File: config.mk
export PLATFORM = sky130hd
export DESIGN_NAME = prog_loader
export DESIGN_NICKNAME = d
export VERILOG_FILES = /design/src/rtl/prog_loader.sv
export SDC_FILE = /design/constraint.sdc
export NUM_CORES = 1
export LEC_CHECK = 0
export CORE_MARGIN = 2
export CORE_UTILIZATION = 25
export CTS_CLUSTER_SIZE = 14
export DETAILED_ROUTE_END_ITERATION = 10
export DONT_BUFFER_PORTS = 1
export SYNTH_ARGS = -nofsm -noshare
export SYNTH_HDL_FRONTEND = slang
export SYNTH_SLANG_ARGS = --single-unit
File: constraint.sdc
create_clock -name CLK -period 1.96 [get_ports CLK]
set_clock_uncertainty 0.1 [all_clocks]
set_input_delay 0.196 -clock CLK [delete_from_list [all_inputs] [get_ports CLK]]
set_output_delay 0.196 -clock CLK [all_outputs]
set_load 0.05 [all_outputs]
File: src/rtl/prog_loader.sv
// Program loader: holds the CPU at an instruction boundary, streams host bytes
// into RAM, then releases the CPU with a one-cycle reset pulse.
module prog_loader #(
  parameter int ADDR_W = 4,
  parameter int DATA_W = 8
) (
  input  logic              CLK,
  input  logic              RST,
  input  logic              LOAD_REQ,
  input  logic [DATA_W-1:0] DIN,
  input  logic              DIN_VALID,
  output logic              DIN_READY,
  input  logic              CPU_T1,
  input  logic [ADDR_W-1:0] CPU_ADDR,
  output logic [ADDR_W-1:0] MEM_ADDR,
  output logic [DATA_W-1:0] MEM_WDATA,
  output logic              MEM_WE,
  output logic              CPU_HALT,
  output logic              CPU_RST,
  output logic              LOAD_DONE,
  output logic [ADDR_W:0]   BYTE_CNT
);

  typedef enum logic [1:0] {IDLE, WAIT_T1, LOAD, RELEASE} state_t;

  localparam logic [ADDR_W:0] LAST_CNT = {1'b0, {ADDR_W{1'b1}}};

  state_t            state, state_nxt;
  logic [ADDR_W-1:0] addr_cnt;
  logic              armed;
  logic              start;
  logic              wr;

  assign MEM_WDATA = DIN;

  always_comb begin
    state_nxt = state;
    start     = 1'b0;
    wr        = 1'b0;
    MEM_ADDR  = CPU_ADDR;
    MEM_WE    = 1'b0;
    DIN_READY = 1'b0;
    CPU_HALT  = 1'b0;
    CPU_RST   = 1'b0;
    case (state)
      IDLE: begin
        if (LOAD_REQ && armed) begin
          state_nxt = WAIT_T1;
          start     = 1'b1;
        end
      end
      WAIT_T1: begin
        if (!LOAD_REQ) state_nxt = IDLE;
        else if (CPU_T1) state_nxt = LOAD;
      end
      LOAD: begin
        CPU_HALT  = 1'b1;
        DIN_READY = 1'b1;
        MEM_ADDR  = addr_cnt;
        MEM_WE    = DIN_VALID;
        wr        = DIN_VALID;
        // The byte that fills the RAM is written even if LOAD_REQ drops with it.
        if (!LOAD_REQ || (wr && BYTE_CNT == LAST_CNT)) state_nxt = RELEASE;
      end
      RELEASE: begin
        CPU_HALT  = 1'b1;
        CPU_RST   = 1'b1;
        MEM_ADDR  = addr_cnt;
        state_nxt = IDLE;
      end
      default: state_nxt = IDLE;
    endcase
  end

  always_ff @(posedge CLK or posedge RST) begin
    if (RST) begin
      state     <= IDLE;
      addr_cnt  <= '0;
      BYTE_CNT  <= '0;
      LOAD_DONE <= 1'b0;
      armed     <= 1'b1;
    end else begin
      state <= state_nxt;
      if (start) begin
        addr_cnt  <= '0;
        BYTE_CNT  <= '0;
        LOAD_DONE <= 1'b0;
      end else if (wr) begin
        addr_cnt <= addr_cnt + ADDR_W'(1);
        BYTE_CNT <= BYTE_CNT + (ADDR_W+1)'(1);
      end
      if (state == RELEASE) LOAD_DONE <= 1'b1;
      // A held LOAD_REQ must be seen low in IDLE before the next load can start.
      if (state == RELEASE) armed <= 1'b0;
      else if (!LOAD_REQ) armed <= 1'b1;
    end
  end

endmodule
==> out/results.txt, run 1 <==
Ys async rst share: 100%
Synth Instances: 73
Worst hold path type: in2reg
Share of layout cells above drive strength 1: 25.6%
Worst-Margin Slew: 0.514 ns
Critical path class: reg2out
Yosys warns: 0
Slew margin rel.: 65.7%
CTS root buffer: clkbuf_4
Die area: 0.00346 sq mm
Gpl congestion: 0.771
Post-CTS Setup Bufs: 0
Post-Syn Nets: 93
Setup violators final: 0
CTS H-Tree Depth: 1
Worst-path cell chain: nand3b_4 -> inv_1 -> buf_4
Clock transition at path regs: 0.09 ns
Average size of a mapped cell: 10.3 sq um
Total Wirelength: 1630 um
Cell Rows: 19
TNS Setup: 0 ns
Io pins: 39
Worst setup EP type: output pin
Vias in the first global route: 579
Die W: 58.8 um
GR Overflow Total: 0
PwrDens: 1380 mW/mm^2
Die Y: 58.8 um
GRT Total Usage: 10.4%
Via/cell ratio: 5.06
Clk sinks: 13
DR DRC count: 2
Port Buffers: 0
Drt initial violations: 9
CTS buffer count: 3
P&R area growth vs syn: 11.1%
Most frequent cells in the layout: 11 x dfrtp_1, 9 x buf_4, 7 x inv_1, 5 x o21ai_0, 5 x a21oi_1
Period minus WS final: 1.68 ns
Power after layout: 1.15 mW
VDD IR max: 632 uV
Worst skew pair latency: 0.28 ns
Distinct cells, synth: 28
Avg WL per Cell: 15.0 um
Largest net degree at the start of global routing: 14
CTS tree: done
Slew Limit Fails: 0
Ant diodes: 0
First-pass GRT wire length: 2740 um
F_max: 0.594 GHz
Via count: 551
CP max FO: 12
Max incr delay on CP: 0.52 ns
Crit start category: flip-flop
Layout net count: 99
Crit path required time: 1.66 ns
Failing checks: design-rule violations
Post-Syn Area: 752 sq um
Initial core utilization: 26.8%
Worst EP arrival: 1.39 ns
Fillers: 300
Cell Area, Placed: 778 sq um
EDFF count, synth: 0
Post-DRT Antenna Nets: 0
Sequential element share of the synthesized area: 43.4%
Core area: 0.00281 sq mm
Worst-case register-to-register setup slack: 0.33 ns
Synthesized flop and latch total: 13
Max-cap violations: 0
Leakage: 0.424 nW
Status: finished with violations
Final period util: 85.9%
Commonest non-fill, non-tap cell in the layout: dfrtp_1
Synth Flop Type: dfrtp_1
CP max-delay cell: dfrtp_2
Placed Cells incl. Taps: 102
Maximum root-to-sink buffer count: 2
Final hold violation count: 0
HPWL after DPL: 1210 um
Router iterations before antenna repair: 7
Post-Route Utilization: 29.8%
Final Instance Area: 836 sq um
RSZ-0062 raised after global routing: false
Layout Cells excl Fill: 109
Initial antenna violation count: 0
cell type report:
type / count / area (sq um) / area share (%)
clock buffer: 4 / 26.3 / 3.14
inverter: 7 / 26.3 / 3.14
multi-input combinational: 42 / 319 / 38.2
sequential: 13 / 328 / 39.2
tap: 31 / 38.8 / 4.64
timing repair buffer: 12 / 97.6 / 11.7
cells by family after synthesis:
kind of cell / Yosys count / share of synthesized area, %
flip-flops: 13 / 43.4
multiplexers: 5 / 7.32
buffers and inverters: 18 / 14.1
AO/OA/AOI/OAI: 14 / 11.1
adder cells (fa/ha/maj): 3 / 4.99
AND/OR/NAND/NOR: 20 / 19.0
state kept, by name (all words and copies together), names as in the netlist, named ones only:
register   count
addr_cnt       4
BYTE_CNT       5
state          1
LOAD_DONE      1
armed          1
path summary, 6_finish.rpt:
check,startpoint,to,depth (start not counted)
max reg2reg,BYTE_CNT[0]$_DFFE_PP0P_,state[0]$_DFFE_PP0P_,6
min in group asynchronous,RST,state[0]$_DFFE_PP0P_,2
max in group asynchronous,RST,async pin,2
min,DIN_VALID,BYTE_CNT[4]$_DFFE_PP0P_,2
min reg2reg,armed$_DFFE_PP1P_,armed$_DFFE_PP1P_,2
max,flip-flop,MEM_WE,3
metrics by stage:
stage,hold WS (ns),setup slack [ns]
final,0.0478,0.277
after global routing,0.0599,0.175
after CTS,0.0448,0.111
after detailed placement,0.0557,0.331
after global placement,0.0403,0.388
after floorplan,-0.0278,0.103
power by group:
part | internal [mW] | switching (mW)
clock | 0.0790 | 0.0964
sequential | 0.340 | 0.120
combinational | 0.171 | 0.347
total | 0.590 | 0.564
layer usage:
layer  track usage, %  wire length, um
met5                0                0
met2             17.3              790
met3             1.98              151
met1             12.8              660
met4             5.19               28
critical path: cells and delay by family (launching register included):
family                 cells  cell delay (ns)
buffers and inverters      2             0.40
flip-flops                 1             0.52
AND/OR/NAND/NOR            1             0.18
Yosys cell counts, types with 2 or more instances:
library cell / instances / area (sq um)
dfrtp_1: 12 / 300
a22o_1: 2 / 17.5
mux2_2: 4 / 45.0
buf_4: 8 / 60.1
o21ai_0: 5 / 25.0
inv_1: 7 / 26.3
nand2_1: 3 / 11.3
a21oi_1: 5 / 25.0
or3_1: 4 / 25.0
ha_1: 3 / 37.5
nand3_1: 3 / 15.0
repair_timing:
action,4_1_cts,5_1_grt
hold endpoints to repair,14,0
hold buffers,3,0
setup endpoints to repair,0,1
resized for setup,0,1
(Power assumes the default switching activity.)
==> inputs of run 2 (changes only) <==
Settings changed: ABC_CLOCK_PERIOD_IN_PS from default to 1960, GPL_ROUTABILITY_DRIVEN from default to 0.
==> results of run 2 <==
No change in the layout: final DEF, timing and power equal those of run 1.
==> inputs of run 3 (changes only) <==
Settings changed: RECOVER_POWER from default to 100.
==> run 3 against run 2 <==
- clock-buffer cell count unchanged
- critical path depth unchanged
- the flow still finishes with violations (design-rule violations)
- largest cell class unchanged
- die area unchanged
- cell count stayed put
- combinational power is 7.7% lower
- largest power group unchanged
- register-to-register slack worse by 0.12 ns
==> out/results.txt, run 3 (synthesis gave the netlist of run 1 again) <==
Status: finished with violations (unchanged)
Failing checks: design-rule violations (unchanged)
Total Wirelength: 1630 um (about the same)
Initial antenna violation count: 0 (unchanged)
GRT Total Usage: 10.4% (unchanged)
Critical path class: reg2out (unchanged)
VDD IR max: 613 uV (was 632 uV)
Worst setup EP type: output pin (unchanged)
CTS tree: done (unchanged)
Final hold violation count: 0 (unchanged)
Avg WL per Cell: 14.9 um (was 15.0 um)
TNS Setup: 0 ns (unchanged)
Crit start category: flip-flop (unchanged)
Post-DRT Antenna Nets: 0 (unchanged)
HPWL after DPL: 1210 um (unchanged)
Die Y: 58.8 um (unchanged)
Regs by FF count: BYTE_CNT (5), addr_cnt (4) (unchanged)
Core area: 0.00281 sq mm (unchanged)
Via/cell ratio: 5.06 (unchanged)
Max reg flops: 5 (unchanged)
Share of layout cells above drive strength 1: 11.5% (was 25.6%)
Maximum root-to-sink buffer count: 2 (unchanged)
CP max FO: 12 (unchanged)
Largest net degree at the start of global routing: 14 (unchanged)
RSZ-0062 raised after global routing: false (unchanged)
Setup violators final: 0 (unchanged)
CTS buffer count: 3 (unchanged)
Initial core utilization: 26.8% (unchanged)
Crit path required time: 1.66 ns (about the same)
First-pass GRT wire length: 2740 um (unchanged)
Worst hold path type: in2reg (unchanged)
Period minus WS final: 1.76 ns (was 1.68 ns)
Worst EP arrival: 1.47 ns (was 1.39 ns)
Leakage: 0.399 nW (was 0.424 nW)
Die area: 0.00346 sq mm (unchanged)
Slew Limit Fails: 0 (unchanged)
Worst skew pair latency: 0.27 ns (was 0.28 ns)
Final period util: 89.9% (was 85.9%)
Worst slack, placed: 0.331 ns (unchanged)
CP max-delay cell: dfrtp_2 (unchanged)
CTS root buffer: clkbuf_4 (unchanged)
Worst-Margin Slew: 0.739 ns (was 0.514 ns)
Die W: 58.8 um (unchanged)
Max-cap violations: 0 (unchanged)
CTS H-Tree Depth: 1 (unchanged)
Vias in the first global route: 579 (unchanged)
Ant diodes: 0 (unchanged)
Biggest register: BYTE_CNT (unchanged)
Fillers: 307 (was 300)
DR DRC count: 2 (unchanged)
Final worst slack: 0.197 ns (was 0.277 ns)
Layout Cells excl Fill: 109 (unchanged)
Clock transition at path regs: 0.08 ns (was 0.09 ns)
Commonest non-fill, non-tap cell in the layout: dfrtp_1 (unchanged)
Hold_ws: 0.0514 ns (was 0.0478 ns)
Post-CTS Setup Bufs: 0 (unchanged)
P&R area growth vs syn: 7.15% (was 11.1%)
PwrDens: 1380 mW/mm^2 (about the same)
GR Overflow Total: 0 (unchanged)
Router iterations before antenna repair: 7 (unchanged)
F_max: 0.567 GHz (was 0.594 GHz)
Port Buffers: 0 (unchanged)
Cell Rows: 19 (unchanged)
Clk sinks: 13 (unchanged)
Via count: 551 (unchanged)
Worst-path cell chain: nand3b_4 -> inv_1 -> clkbuf_2 (was nand3b_4 -> inv_1 -> buf_4)
Max incr delay on CP: 0.52 ns (about the same)
Final Instance Area: 806 sq um (was 836 sq um)
Layout net count: 99 (unchanged)
Io pins: 39 (unchanged)
Cell Area, Placed: 778 sq um (unchanged)
Placed Cells incl. Taps: 102 (unchanged)
Most frequent cells in the layout: 11 x dfrtp_1, 7 x inv_1, 7 x clkbuf_1, 5 x o21ai_0, 5 x a21oi_1 (was 11 x dfrtp_1, 9 x buf_4, 7 x inv_1, 5 x o21ai_0, 5 x a21oi_1)
Drt initial violations: 9 (unchanged)
Slew margin rel.: 50.7% (was 65.7%)
[run 3: changes by cell type in the layout (fill, tap and decap cells not counted), sizes merged]
cell    before  now
clkbuf       4   13
buf          9    0
[run 3: worst max-delay path, delay by kind of cell, from the launching register on]
family | cells | cell delay [ns]
AND/OR/NAND/NOR | 1 | 0.18
flip-flops | 1 | 0.52
buffers and inverters | 2 | 0.48
[run 3: metal layers]
layer / track usage (%) / part of all wire, % / up-vias
li1: - / - / 259
met3: 1.98 / 9.1 / 4
met4: 5.19 / 0.86 / 0
met1: 12.8 / 41 / 266
met2: 17.3 / 49 / 22
met5: 0 / 0 / -
[run 3: what timing repair did]
| action | 4_1_cts | 5_1_grt |
|---|---|---|
| hold buffers | 3 | 0 |
| endpoints found under the setup margin | 0 | 1 |
| gates resized for setup | 0 | 1 |
| endpoints found under the hold margin | 14 | 0 |
[run 3: final timing paths]
check / start / depth (start not counted) / end / slack [ns]
setup / recovery: flip-flop / 3 / MEM_WE / 0.20
max in group asynchronous: RST / 2 / async pin / 1.09
hold / removal: DIN_VALID / 2 / BYTE_CNT[4]$_DFFE_PP0P_ / 0.05
setup reg to reg: BYTE_CNT[0]$_DFFE_PP0P_ / 4 / BYTE_CNT[3]$_DFFE_PP0P_ / 0.21
min in group asynchronous: RST / 2 / BYTE_CNT[4]$_DFFE_PP0P_ / 0.29
hold reg to reg: armed$_DFFE_PP1P_ / 2 / armed$_DFFE_PP1P_ / 0.37
[run 3: cell type report]
class	instances	area, sq um	share of cell area [%]
Clock buffer	4	26.3	3.26
Inverter	7	26.3	3.26
Multi-Input combinational cell	42	319	39.6
Sequential cell	13	328	40.7
Tap cell	31	38.8	4.81
Timing Repair Buffer	12	67.6	8.39
[run 3: where the power goes]
group	switching, mW	internal (mW)	leakage, nW	total [mW]
logic	0.346	0.132	0.212	0.478
registers	0.122	0.340	0.172	0.461
clock network	0.0916	0.0788	0.0150	0.170
total	0.559	0.550	0.399	1.11
[run 3: through the flow]
step	power, mW	utilization [%]
final	1.11	28.7
after global routing	1.18	28.7
after CTS	1.16	29.8
after detailed placement	0.981	27.7
after global placement	0.966	27.7
after floorplan	0.914	-
